## src/rtl/registro_pkg.sv

```systemverilog
// Shared sizing helpers and types for the registro_* register-buffer blocks.
package registro_pkg;

  localparam int unsigned DefaultDepth = 4;

  // A single-entry store still needs one pointer bit to stay a legal vector.
  function automatic int unsigned ptr_width(input int unsigned depth);
    return (depth > 1) ? $clog2(depth) : 1;
  endfunction

  function automatic int unsigned cnt_width(input int unsigned depth);
    return $clog2(depth + 1);
  endfunction

  typedef logic [ptr_width(DefaultDepth)-1:0] ptr_t;

endpackage

```

## src/rtl/registro_ptr.sv

```systemverilog
// Wrap-around index into a DEPTH-entry store; advances on inc_i, wraps after DEPTH-1.
module registro_ptr
  import registro_pkg::*;
#(
  parameter int unsigned DEPTH = 4
) (
  input  logic                          clk_i,
  input  logic                          rst_i,
  input  logic                          inc_i,
  output logic [ptr_width(DEPTH)-1:0]   ptr_o
);

  localparam int unsigned PtrW = ptr_width(DEPTH);

  logic [PtrW-1:0] ptr_q, ptr_d;

  // Explicit compare so non-power-of-2 depths wrap correctly.
  always_comb begin
    ptr_d = ptr_q;
    if (inc_i) begin
      ptr_d = (ptr_q == PtrW'(DEPTH - 1)) ? '0 : ptr_q + 1'b1;
    end
  end

  always_ff @(posedge clk_i or negedge rst_i) begin
    if (!rst_i) begin
      ptr_q <= '0;
    end else begin
      ptr_q <= ptr_d;
    end
  end

  assign ptr_o = ptr_q;

endmodule

```

## src/rtl/registro_fifo.sv

```systemverilog
// Show-ahead register FIFO with registered occupancy status and overflow/underflow pulses.
module registro_fifo
  import registro_pkg::*;
#(
  parameter int unsigned N     = 32,
  parameter int unsigned DEPTH = 4
) (
  input  logic                         clk_i,
  input  logic                         rst_i,
  input  logic                         push_i,
  input  logic                         pop_i,
  input  logic [N-1:0]                 data_i,
  output logic [N-1:0]                 data_o,
  output logic                         full_o,
  output logic                         empty_o,
  output logic [cnt_width(DEPTH)-1:0]  count_o,
  output logic                         overflow_o,
  output logic                         underflow_o
);

  localparam int unsigned PtrW = ptr_width(DEPTH);
  localparam int unsigned CntW = cnt_width(DEPTH);

  logic [N-1:0]    mem_q [DEPTH];
  logic [PtrW-1:0] wr_ptr, rd_ptr;
  logic [CntW-1:0] count_q, count_d;
  logic            full_q, empty_q, overflow_q, underflow_q;
  logic            push_ok, pop_ok;

  // A push into a full store is legal only when a pop frees the head the same cycle.
  always_comb begin
    pop_ok  = pop_i && !empty_q;
    push_ok = push_i && (!full_q || pop_ok);
    count_d = count_q;
    unique case ({push_ok, pop_ok})
      2'b10:   count_d = count_q + 1'b1;
      2'b01:   count_d = count_q - 1'b1;
      default: count_d = count_q;
    endcase
  end

  always_ff @(posedge clk_i or negedge rst_i) begin
    if (!rst_i) begin
      count_q     <= '0;
      full_q      <= 1'b0;
      empty_q     <= 1'b1;
      overflow_q  <= 1'b0;
      underflow_q <= 1'b0;
    end else begin
      count_q     <= count_d;
      full_q      <= (count_d == CntW'(DEPTH));
      empty_q     <= (count_d == '0);
      overflow_q  <= push_i && !push_ok;
      underflow_q <= pop_i && empty_q;
    end
  end

  always_ff @(posedge clk_i) begin
    if (push_ok) begin
      mem_q[wr_ptr] <= data_i;
    end
  end

  registro_ptr #(
    .DEPTH (DEPTH)
  ) u_wr_ptr (
    .clk_i (clk_i),
    .rst_i (rst_i),
    .inc_i (push_ok),
    .ptr_o (wr_ptr)
  );

  registro_ptr #(
    .DEPTH (DEPTH)
  ) u_rd_ptr (
    .clk_i (clk_i),
    .rst_i (rst_i),
    .inc_i (pop_ok),
    .ptr_o (rd_ptr)
  );

  // Storage is never cleared, so the head is masked while nothing valid is held.
  assign data_o      = empty_q ? '0 : mem_q[rd_ptr];
  assign full_o      = full_q;
  assign empty_o     = empty_q;
  assign count_o     = count_q;
  assign overflow_o  = overflow_q;
  assign underflow_o = underflow_q;

endmodule

```

## config.mk

```make
export PLATFORM = sky130hd
export DESIGN_NAME = registro_fifo
export DESIGN_NICKNAME = d
export VERILOG_FILES = /design/src/rtl/registro_pkg.sv /design/src/rtl/registro_ptr.sv /design/src/rtl/registro_fifo.sv
export SDC_FILE = /design/constraint.sdc
export NUM_CORES = 1
export LEC_CHECK = 0
export CELL_PAD_IN_SITES_DETAIL_PLACEMENT = 2
export CELL_PAD_IN_SITES_GLOBAL_PLACEMENT = 2
export CORE_AREA = 5 5 134 123
export DETAILED_ROUTE_END_ITERATION = 6
export DIE_AREA = 0 0 139 128
export HOLD_SLACK_MARGIN = 0.08
export MAX_ROUTING_LAYER = met4
export PLACE_DENSITY_LB_ADDON = 0.1
export REMOVE_ABC_BUFFERS = 1
export SLEW_MARGIN = 5
export SYNTH_ARGS = -nofsm -noshare
export SYNTH_HDL_FRONTEND = slang
export SYNTH_HIERARCHICAL = 1
export SYNTH_SLANG_ARGS = --single-unit
export TNS_END_PERCENT = 10
```

## constraint.sdc

```tcl
create_clock -name clk_i -period 3.8 [get_ports clk_i]
set_clock_uncertainty 0.05 [all_clocks]
set_input_delay 1.14 -clock clk_i [delete_from_list [all_inputs] [get_ports clk_i]]
set_output_delay 1.14 -clock clk_i [all_outputs]
set_load 0.1 [all_outputs]
```

Yosys cells after proc, flatten, opt, wreduce, memory -nomap -nowiden:

Memory sizes are Yosys's and may differ from the RTL's.
Index checks and enable logic that the tools add are counted.
Widths: inputs -> output; s select.

* memories: 1
* bits in latches: 0
* bits in writable memories: 128
* bits in read-only memories: 0
* word-level logic and storage cells: 32
* register bits: 11

Memories
* mem_q: depth 4, bits a word 32, rd ports 1, clocked after memory_dff 0, write ports 1, line registro_fifo.sv:24 `logic [N-1:0] mem_q [DEPTH];`

* $add $sub $neg: 4
* bitwise logic cells: 0
* multiply operators: 0
* div/mod/pow operators: 0
* mux-type cells: 6
* order comparisons: 0
* shifts and indexed selects: 0
* reductions and logical operators: 9
* equal/unequal tests: 5

Operators with widths (number)
* $mux 32: 1
* $eq 2x2->1 const B: 3
* $pmux 3 s2: 1
* $add 2x1->2 const B: 2
* $logic_and 1x1->1: 4
* $mux 2: 2
* $add 3x1->3 const B: 1
* $eq 3x3->1 const B: 1
* $logic_not 1->1: 3
* $logic_not 3->1: 1
* $sub 3x1->3 const B: 1
* $eq 2x1->1 const B: 1
* $mux 1: 2
* $logic_or 1x1->1: 1

Longest topological paths before layout:

Gate-level depths: netlist of run 1.

* depth in word-level cells: 7
* mapped depth: 9

Hierarchy:

Netlist of run 1, hierarchy kept.

By module, submodules not included
* registro_fifo: sequential area each 4020.1 um^2, area an instance 5207.5 um^2, cells each 237, instances 1
* registro_ptr: sequential area each 50.0 um^2, area an instance 88.8 um^2, cells each 6, instances 2

Worst setup path after synthesis of run 1:

OpenSTA, ideal clock, no wires.

* path type: input to register
* start point: input port pop_i
* end point: memory mem_q[1][0], enable pin
* library setup time: 0.468 ns
* arrival time: 3.815 ns
* slack: -0.533 ns
* buffers on the path: 0
* cell stages on the path: 4
* path through: nand2b_1 inv_1 o21ai_2 nor3b_1

* cells in the longest elaborated chain, start to end: 5

Ends and longest elaborated chain
* start: declaration: line registro_fifo.sv:11 `input logic pop_i,`
* $logic_and 1x1->1: line registro_fifo.sv:32 `pop_ok = pop_i && !empty_q;`
* named net pop_ok: line registro_fifo.sv:28 `logic push_ok, pop_ok;`
* $logic_or 1x1->1: line registro_fifo.sv:33 `push_ok = push_i && (!full_q || pop_ok);`
* $logic_and 1x1->1: line registro_fifo.sv:33
* $mux 1: line registro_fifo.sv:59 `if (push_ok) begin`
* $mux 1 (implied by the code): line registro_fifo.sv:60 `mem_q[wr_ptr] <= data_i;`
* end: declaration: line registro_fifo.sv:24

The timed path passes the listed nets, and every way through them passes these cells.

Worst setup path after layout of run 1:

* start point: register u_rd_ptr.ptr_q[0], in the netlist u_rd_ptr/ptr_o[0]
* end point: output port data_o[0]

* cells in the longest elaborated chain, start to end: 2

Ends and longest elaborated chain
* start: declaration: line registro_ptr.sv:15 `logic [PtrW-1:0] ptr_q, ptr_d;`
* start signal: assignment: line registro_ptr.sv:29 `ptr_q <= ptr_d;`
* $mem_v2 4x32
* $mux 32: line registro_fifo.sv:83 `assign data_o = empty_q ? '0 : mem_q[rd_ptr];`
* end: declaration: line registro_fifo.sv:13 `output logic [N-1:0] data_o,`

Every way passes these cells.

==> results of run 1 <==
cells by family after synthesis:
kind of cell,count (synthesis),synth area share
and+or+nand+nor,45,0.05065
buffers and inverters,17,0.01812
AOI/OAI and AO/OA,4,0.006507
muxes,37,0.1441
DFF,139,0.7651
adders and majority gates,4,0.01069
xor gates and xnor gates,3,0.004880
metal layers:
metal,vias to the layer above,global-route usage,share of wire
met5,-,-,0
met4,0,0.04488,0.0095
met3,12,0.04774,0.043
met2,68,0.2439,0.53
met1,1414,0.1694,0.41
li1,1184,-,-
sequential cells by signal, summed over array words and instances (netlist names):
register,count
full_o,1
underflow_o,1
mem_q,128
empty_o,1
u_rd_ptr/ptr_o,2
overflow_o,1
count_o,3
u_wr_ptr/ptr_o,2
cells in the final DEF, fill, tap and decap left out, types with 2 or more instances in the layout:
| master | instances |
|---|---|
| ha_1 | 3 |
| buf_4 | 17 |
| clkdlybuf4s50_1 | 35 |
| clkbuf_16 | 17 |
| clkbuf_1 | 5 |
| inv_1 | 7 |
| mux4_2 | 32 |
| nor2b_1 | 32 |
| edfxtp_1 | 128 |
| o2bb2ai_1 | 2 |
| buf_12 | 33 |
| clkinv_1 | 8 |
| nor3b_2 | 2 |
| mux2_2 | 4 |
| xnor2_1 | 2 |
| dfrtp_1 | 8 |
| dfrtp_2 | 2 |
| nor2_1 | 5 |
critical path, stage by stage (launching register included):
cell	delay, ns
dfrtp_2	0.71
buf_12	0.29
mux4_2	0.53
nor2b_1	0.19
buf_12	0.20
worst max-delay path by stage:
stage	from	to	slack (ns)	cells past startpoint
final	u_rd_ptr/ptr_o[0]	data_o[0]	0.26	4
after global routing	u_rd_ptr/ptr_o[0]	data_o[8]	0.12	4
after CTS	u_rd_ptr/ptr_o[0]	data_o[0]	0.18	4
after detailed placement	pop_i	empty_o	0.24	10
after global placement	pop_i	full_o	0.34	10
after floorplan	u_rd_ptr/ptr_o[0]	data_o[0]	-0.60	2
stage by stage:
stage	area (um2)	setup slack (ns)	instances	hold slack, ns	utilization
after global routing	7198	0.1205	556	0.4478	0.4778
final	7198	0.2603	556	0.4231	0.4778
after CTS	7198	0.1798	556	0.4365	0.4778
after global placement	6724	0.3432	526	0.4039	0.4463
after floorplan	5314	-0.6038	239	0.5089	-
after detailed placement	6724	0.2395	526	0.4246	0.4463
layout make-up:
class                      count  area (um2)
clock buffer                  22       444.2
clock inverter                 8       30.03
fill                        1334        7866
inverter                       7       26.28
multi-input combinational     93        1184
sequential                   139        4123
tap                          202       252.7
timing repair buffer          85        1139
==> impl_metrics.env, run 1 <==
export IMPL_status="completed"
export IMPL_clock_sinks=139
export IMPL_diodes=0
export IMPL_rsz0062_at_grt="false"
export IMPL_cts_resized=0
export IMPL_grt_overflow_total=0
export IMPL_die_w_um=139
export IMPL_dp_hpwl_mm=7.612
export IMPL_r2r_end="full_o"
export IMPL_ant_nets=0
export IMPL_start_util=0.3575
export IMPL_syn2layout_area_growth_pct=33.67
export IMPL_ys_async_sr_fraction=0.07914
export IMPL_drive_gt1_frac=0.3136
export IMPL_nets=383
export IMPL_post_cts_buffers=0
export IMPL_clk_path_buf_depth=2
export IMPL_hold_path_class="reg2reg"
export IMPL_tns_ns=0
export IMPL_hold_path_depth=1
export IMPL_cts_buffers=17
export IMPL_grt_pass1_wl_mm=18.66
export IMPL_dieArea_um2=17790
export IMPL_grt_max_degree=22
export IMPL_drt_drc_violations_left=0
export IMPL_finalCritPeriodShare=0.9315
export IMPL_clock_fmax_ghz=0.2825
export IMPL_yosys_cell_types_count=25
export IMPL_crit_arrival_ns=2.35
export IMPL_antenna_found_initial=0
export IMPL_wl_mm=11.69
export IMPL_rows=43
export IMPL_detail_route_first_pass_iterations=4
export IMPL_htree_levels=4
export IMPL_drv_slew=0
export IMPL_reg2reg_from="empty_o"
export IMPL_vias_per_cell=4.817
export IMPL_yosys_warnings=6
export IMPL_yosys_top_cells_count="128 x edfxtp_1, 32 x mux4_2, 32 x nor2b_1"
export IMPL_tightest_slew_ns=0.5546
export IMPL_crit_required_ns=2.61
export IMPL_vias=2678
export IMPL_ctsHoldBuffers=0
export IMPL_globalplace_congestion=0.6891
export IMPL_synth_area_leaders="edfxtp_1 71%, mux4_2 13%, dfrtp_1 4.6%"
export IMPL_cts_root_buf="clkbuf_16"
export IMPL_cap_violations=0
export IMPL_start_kind="flop"
export IMPL_crit_fanout=20
export IMPL_wl_per_cell_um=21.02
export IMPL_yosysTopAreaCell="edfxtp_1"
export IMPL_synth_top_cell_area_share=0.7138
export IMPL_grt_pass1_vias=3192
export IMPL_cts_tree="yes"
export IMPL_crit_type="reg2out"
export IMPL_syn_area_per_cell_um2=21.63
export IMPL_seq_area_frac_synth=0.7651
export IMPL_hold_viol_final=0
export IMPL_yosysMostFrequentCell="edfxtp_1"
export IMPL_r2r_cells=9
export IMPL_fin_crit_ns=3.540
export IMPL_die_h_um=128
export IMPL_synth_seq_cells=139
export IMPL_clk_pin_slew_ns=0.06
export IMPL_groute_usage_overall=0.1459
export IMPL_slew_limit_headroom=0.6303
export IMPL_clk_latency_ns=0.41
export IMPL_place_port_buffers=74
export IMPL_whs_endpoint="empty_o"
export IMPL_synth_edff_count=128
export IMPL_netlist_area_um2=5385
export IMPL_drt_iter0_drc=146
export IMPL_min_delay_start="count_o[2]"
export IMPL_finalSetupViolations=0
export IMPL_endpoint_kind="primary output"
export IMPL_synthCells=249
export IMPL_synth_ff_type="edfxtp_1"
export IMPL_core_area_um2=15060
export IMPL_io_pins=75
export IMPL_reg2reg_slack_ns=0.94
Power of run 1 is left out: the tool's default activity adds up to more than one toggle a clock period on the data nets, which glitch-free logic cannot reach.
==> run 2: changes to the inputs <==
--- a/config.mk
+++ b/config.mk
@@ -14,7 +14,6 @@
 export MAX_ROUTING_LAYER = met4
 export PLACE_DENSITY_LB_ADDON = 0.1
 export REMOVE_ABC_BUFFERS = 1
-export SLEW_MARGIN = 5
 export SYNTH_ARGS = -nofsm -noshare
 export SYNTH_HDL_FRONTEND = slang
 export SYNTH_HIERARCHICAL = 1
==> results of run 2 <==
Final layout, timing and power as in run 1 (identical DEF).
Power of run 2 is left out for the same reason.
==> run 3: changes to the inputs <==
--- a/config.mk
+++ b/config.mk
@@ -5,6 +5,7 @@
 export SDC_FILE = /design/constraint.sdc
 export NUM_CORES = 1
 export LEC_CHECK = 0
+export CAP_MARGIN = 20
 export CELL_PAD_IN_SITES_DETAIL_PLACEMENT = 2
 export CELL_PAD_IN_SITES_GLOBAL_PLACEMENT = 2
 export CORE_AREA = 5 5 134 123
==> results of run 3 <==
Final layout, timing and power as in run 1 (identical DEF).
Power of run 3 is left out for the same reason.
==> variant 1 (flow settings as in run 2) <==
Set the parameter `N` to 16 (it was 32).
--- a/src/rtl/registro_fifo.sv
+++ b/src/rtl/registro_fifo.sv
@@ -2,7 +2,7 @@
 module registro_fifo
   import registro_pkg::*;
 #(
-  parameter int unsigned N     = 32,
+  parameter int unsigned N     = 16,
   parameter int unsigned DEPTH = 4
 ) (
   input  logic                         clk_i,
Ports: changed (resized data_i and data_o); port bits go from 75 to 43. No check against the original RTL was run, so the function may have changed too.
==> variant 1 against run 2 <==
  * Worst setup slack improved by 250 ps
  * Hold slack improved by 26 ps
  * Maximum frequency increased by 7.7%
  * Area after synthesis decreased by 43%
  * Sequential cell count decreased by 64
  * Sequential share of layout area decreased by 4.5 points
  * Cell area decreased by 42%
  * Wire length decreased by 41%
  * First-iteration DRC count decreased by 64%
  * Non-clock buffer count decreased by 36
  * Critical path type unchanged
  * Largest cell class unchanged
Power is not shown: default switching activity piles up to over one toggle a cycle in this logic, so the estimate is an artifact.
==> variant 1: results (changes against run 2) <==
Cells and area
  • Multi-input gate share of the layout cell area: 19.4% (was 16.4%)
  • Final layout net count: 228 (was 383)
  • Share of layout cells above drive strength 1: 37.5% (was 31.4%)
  • Sequential standard cell area: 0.00220 mm^2 (was 0.00412 mm^2)
  • Final clock-cell share: 6.07% (was 6.59%)
  • Final standard cell utilization of the core: 27.7% (was 47.8%)

Critical path
  • Cell with the biggest individual delay on the critical path: dfrtp_1 (was dfrtp_2)
  • Data arrival time of the critical path: 2100 ps (was 2350 ps)

Synth
  • Number of library cell types mapped by synthesis: 29 (was 25)
  • Part of the Yosys area used for sequential elements: 71.7% (was 76.5%)
  • Share of async-settable or async-resettable flops after synthesis: 14.7% (was 7.91%)
  • Fraction of synthesized area in multiplexers: 13.5% (was 14.4%)
  • Post-synth top cells: 64 x edfxtp_1, 16 x mux4_2, 10 x dfrtp_1, 10 x nor2b_4, 6 x nor2b_1 (was 128 x edfxtp_1, 32 x mux4_2, 32 x nor2b_1, 10 x dfrtp_1, 7 x inv_1)
  • Post-Synth XOR/XNOR Area: 1.14% (was 0.488%)
  • Number of synthesized flops with an enable pin: 64 (was 128)

Global routing
  • Global-route met2 utilization: 15.1% (was 24.4%)
  • Total Routing Usage GR: 8.60% (was 14.6%)
  • Global-route met3 utilization: 2.91% (was 4.77%)
  • Global-route wire length before repair: 10800 um (was 18700 um)

Run status
  • Status: complete, no violations (unchanged)

Clock tree
  • H-tree level count: 3 (was 4)
  • Insertion delay to the later sink of the worst-skew pair: 330 ps (was 410 ps)

Placed design
  • Routability cong.: 0.659 (was 0.689)
  • Detail Placement HPWL: 4860 um (was 7610 um)

Routing
  • Iteration count of the initial detailed-routing pass: 3 (was 4)
  • Number of DRC markers in iteration 0: 52 (was 146)
## variant 1: cell types whose count changed in the layout (fill, tap and decap cells not counted), moves of 4 or more
cell             change
buf_12              -16
buf_4                -4
clkbuf_16            -8
clkdlybuf4s50_1     -16
clkinv_1             -7
edfxtp_1            -64
mux4_2              -16
nor2b_1             -26
nor2b_4             +10
## variant 1: routing by layer
layer | wire [um] | up-vias
li1 | - | 690
met1 | 2750 | 821
met2 | 3830 | 30
met3 | 227 | 6
met4 | 85 | 0
met5 | 0 | -
## variant 1: path summary, 6_finish.rpt
| kind | startpoint | to | slack (ps) | depth (start not counted) |
|---|---|---|---|---|
| min in group asynchronous | rst_i | count_o[1] | 1120 | 1 |
| worst max register to register | empty_o | full_o | 1110 | 9 |
| worst min-delay path | count_o[2] | empty_o | 450 | 1 |
| worst max-delay path | u_rd_ptr/ptr_o[0] | data_o[0] | 510 | 4 |
| max in group asynchronous | rst_i | u_wr_ptr/ptr_o[1] | 2220 | 1 |
| worst min register to register | count_o[2] | empty_o | 450 | 1 |
==> variant 2 (flow settings as in run 2) <==
Made on the original files. Reset style: synchronous (`rst_i`), changed in 2 clocked blocks.
--- a/src/rtl/registro_ptr.sv
+++ b/src/rtl/registro_ptr.sv
@@ -22,7 +22,7 @@
     end
   end
 
-  always_ff @(posedge clk_i or negedge rst_i) begin
+  always_ff @(posedge clk_i) begin
     if (!rst_i) begin
       ptr_q <= '0;
     end else begin
--- a/src/rtl/registro_fifo.sv
+++ b/src/rtl/registro_fifo.sv
@@ -39,7 +39,7 @@
     endcase
   end
 
-  always_ff @(posedge clk_i or negedge rst_i) begin
+  always_ff @(posedge clk_i) begin
     if (!rst_i) begin
       count_q     <= '0;
       full_q      <= 1'b0;
Behaviour: differs if rst_i is asserted again (counterexample within 4 cycles, from zero or initial values and one cycle with rst_i low); with rst_i held inactive, the same outputs for 4 cycles.
==> variant 2 against run 2 <==
  * Area after synthesis down 0.44%
  * Wire length down 3.1%
  * Cell area down 4.2%
  * Sequential cell count unchanged
  * Utilization down 2.0 points
  * Worst setup slack better by 83 ps
  * Critical endpoint is now data_o[1]
  * Highest routed layer unchanged
==> variant 2: results (changes against run 2) <==
STA
  • Tightest Pin Transition: 522 ps (was 555 ps)

Synth
  • Adder-Cell Fraction of Synth Area: 1.07% (about the same)
  • Share of async-settable or async-resettable flops after synthesis: 0% (was 7.91%)
  • Part of the Yosys area used for sequential elements: 75.8% (was 76.5%)
  • Fraction of the mapped netlist area in compound gates: 1.12% (was 0.651%)
  • Fraction of synthesized area in multiplexers: 14.0% (was 14.4%)
  • Cell types with the largest area share after synthesis: edfxtp_1 72%, mux4_2 13%, nor2b_1 4.4% (was edfxtp_1 71%, mux4_2 13%, dfrtp_1 4.6%)
  • Post-Synth XOR/XNOR Area: 0.163% (was 0.488%)
  • Post-synth top cells: 128 x edfxtp_1, 38 x nor2b_1, 32 x mux4_2, 11 x dfxtp_1, 4 x buf_6 (was 128 x edfxtp_1, 32 x mux4_2, 32 x nor2b_1, 10 x dfrtp_1, 7 x inv_1)
  • Prevailing post-synth register cell: edfxtp_1 (unchanged)

Global routing
  • Total Routing Usage GR: 14.2% (was 14.6%)
  • Global-route met3 utilization: 3.84% (was 4.77%)
  • Largest net degree at the start of global routing: 33 (was 22)
  • Global-route met2 utilization: 23.1% (was 24.4%)
  • Vias in the first global route: 3148 (was 3192)
  • Global-route wire length before repair: 18200 um (was 18700 um)
  • GR Layer Usage met1: 17.0% (was 16.9%)
  • Antenna violations before repair: 0 (unchanged)

Placed design
  • Detail Placement HPWL: 7210 um (was 7610 um)
  • Routability cong.: 0.687 (was 0.689)

Routing
  • Routed length on met3: 481 um (was 503 um)
  • Met1 layer wirelength in the final routing: 4860 um (was 4850 um)
  • Routed wire length: 11300 um (was 11700 um)
  • Met2 Wirelength: 5780 um (was 6220 um)
  • Number of DRC markers in iteration 0: 127 (was 146)
  • Vias per inst: 4.81 (was 4.82)

Cells and area
  • Final layout net count: 387 (was 383)
  • Number of fill cells: 1381 (was 1334)
  • Share of layout cells above drive strength 1: 31.4% (about the same)

Clock tree
  • H-tree level count: 4 (unchanged)

Pwr
  • Static Leakage: around 2.3 nW

Critical path
  • Largest fanout on the critical path: 24 (was 20)
  • Data arrival time of the critical path: 2270 ps (was 2350 ps)
  • Reg2Reg Setup Slack: 1320 ps (was 940 ps)
  • Cell with the biggest individual delay on the critical path: dfxtp_2 (was dfrtp_2)

Run status
  • Status: complete, no violations (unchanged)
==> variant 2: per-stage QoR <==
stage | worst slack, ps | instance area (um^2) | utilization, % | cells | hold slack (ps)
after floorplan | -744 | 5290 | - | 242 | 490
after global placement | 359 | 6420 | 42.6 | 530 | 453
after detailed placement | 279 | 6420 | 42.6 | 530 | 460
after CTS | 245 | 6890 | 45.8 | 559 | 468
after global routing | 194 | 6890 | 45.8 | 559 | 498
final | 344 | 6890 | 45.8 | 559 | 455
==> variant 2: final timing paths <==
path                     start    endpoint  depth (start not counted)
max          u_rd_ptr/ptr_o[0]   data_o[1]                          4
min                     full_o  overflow_o                          2
max reg2reg            empty_o      full_o                          7
min reg2reg             full_o  overflow_o                          2
==> variant 2: final cells by class <==
cell class	count	area, um^2	area share (%)
flip-flops and latches	139	4070	59.0
clock buffers	22	444	6.44
clock inverters	7	28.8	0.417
inverters	2	7.51	0.109
multi-input cells	101	1230	17.9
well taps	202	253	3.67
repair buffers	86	858	12.5
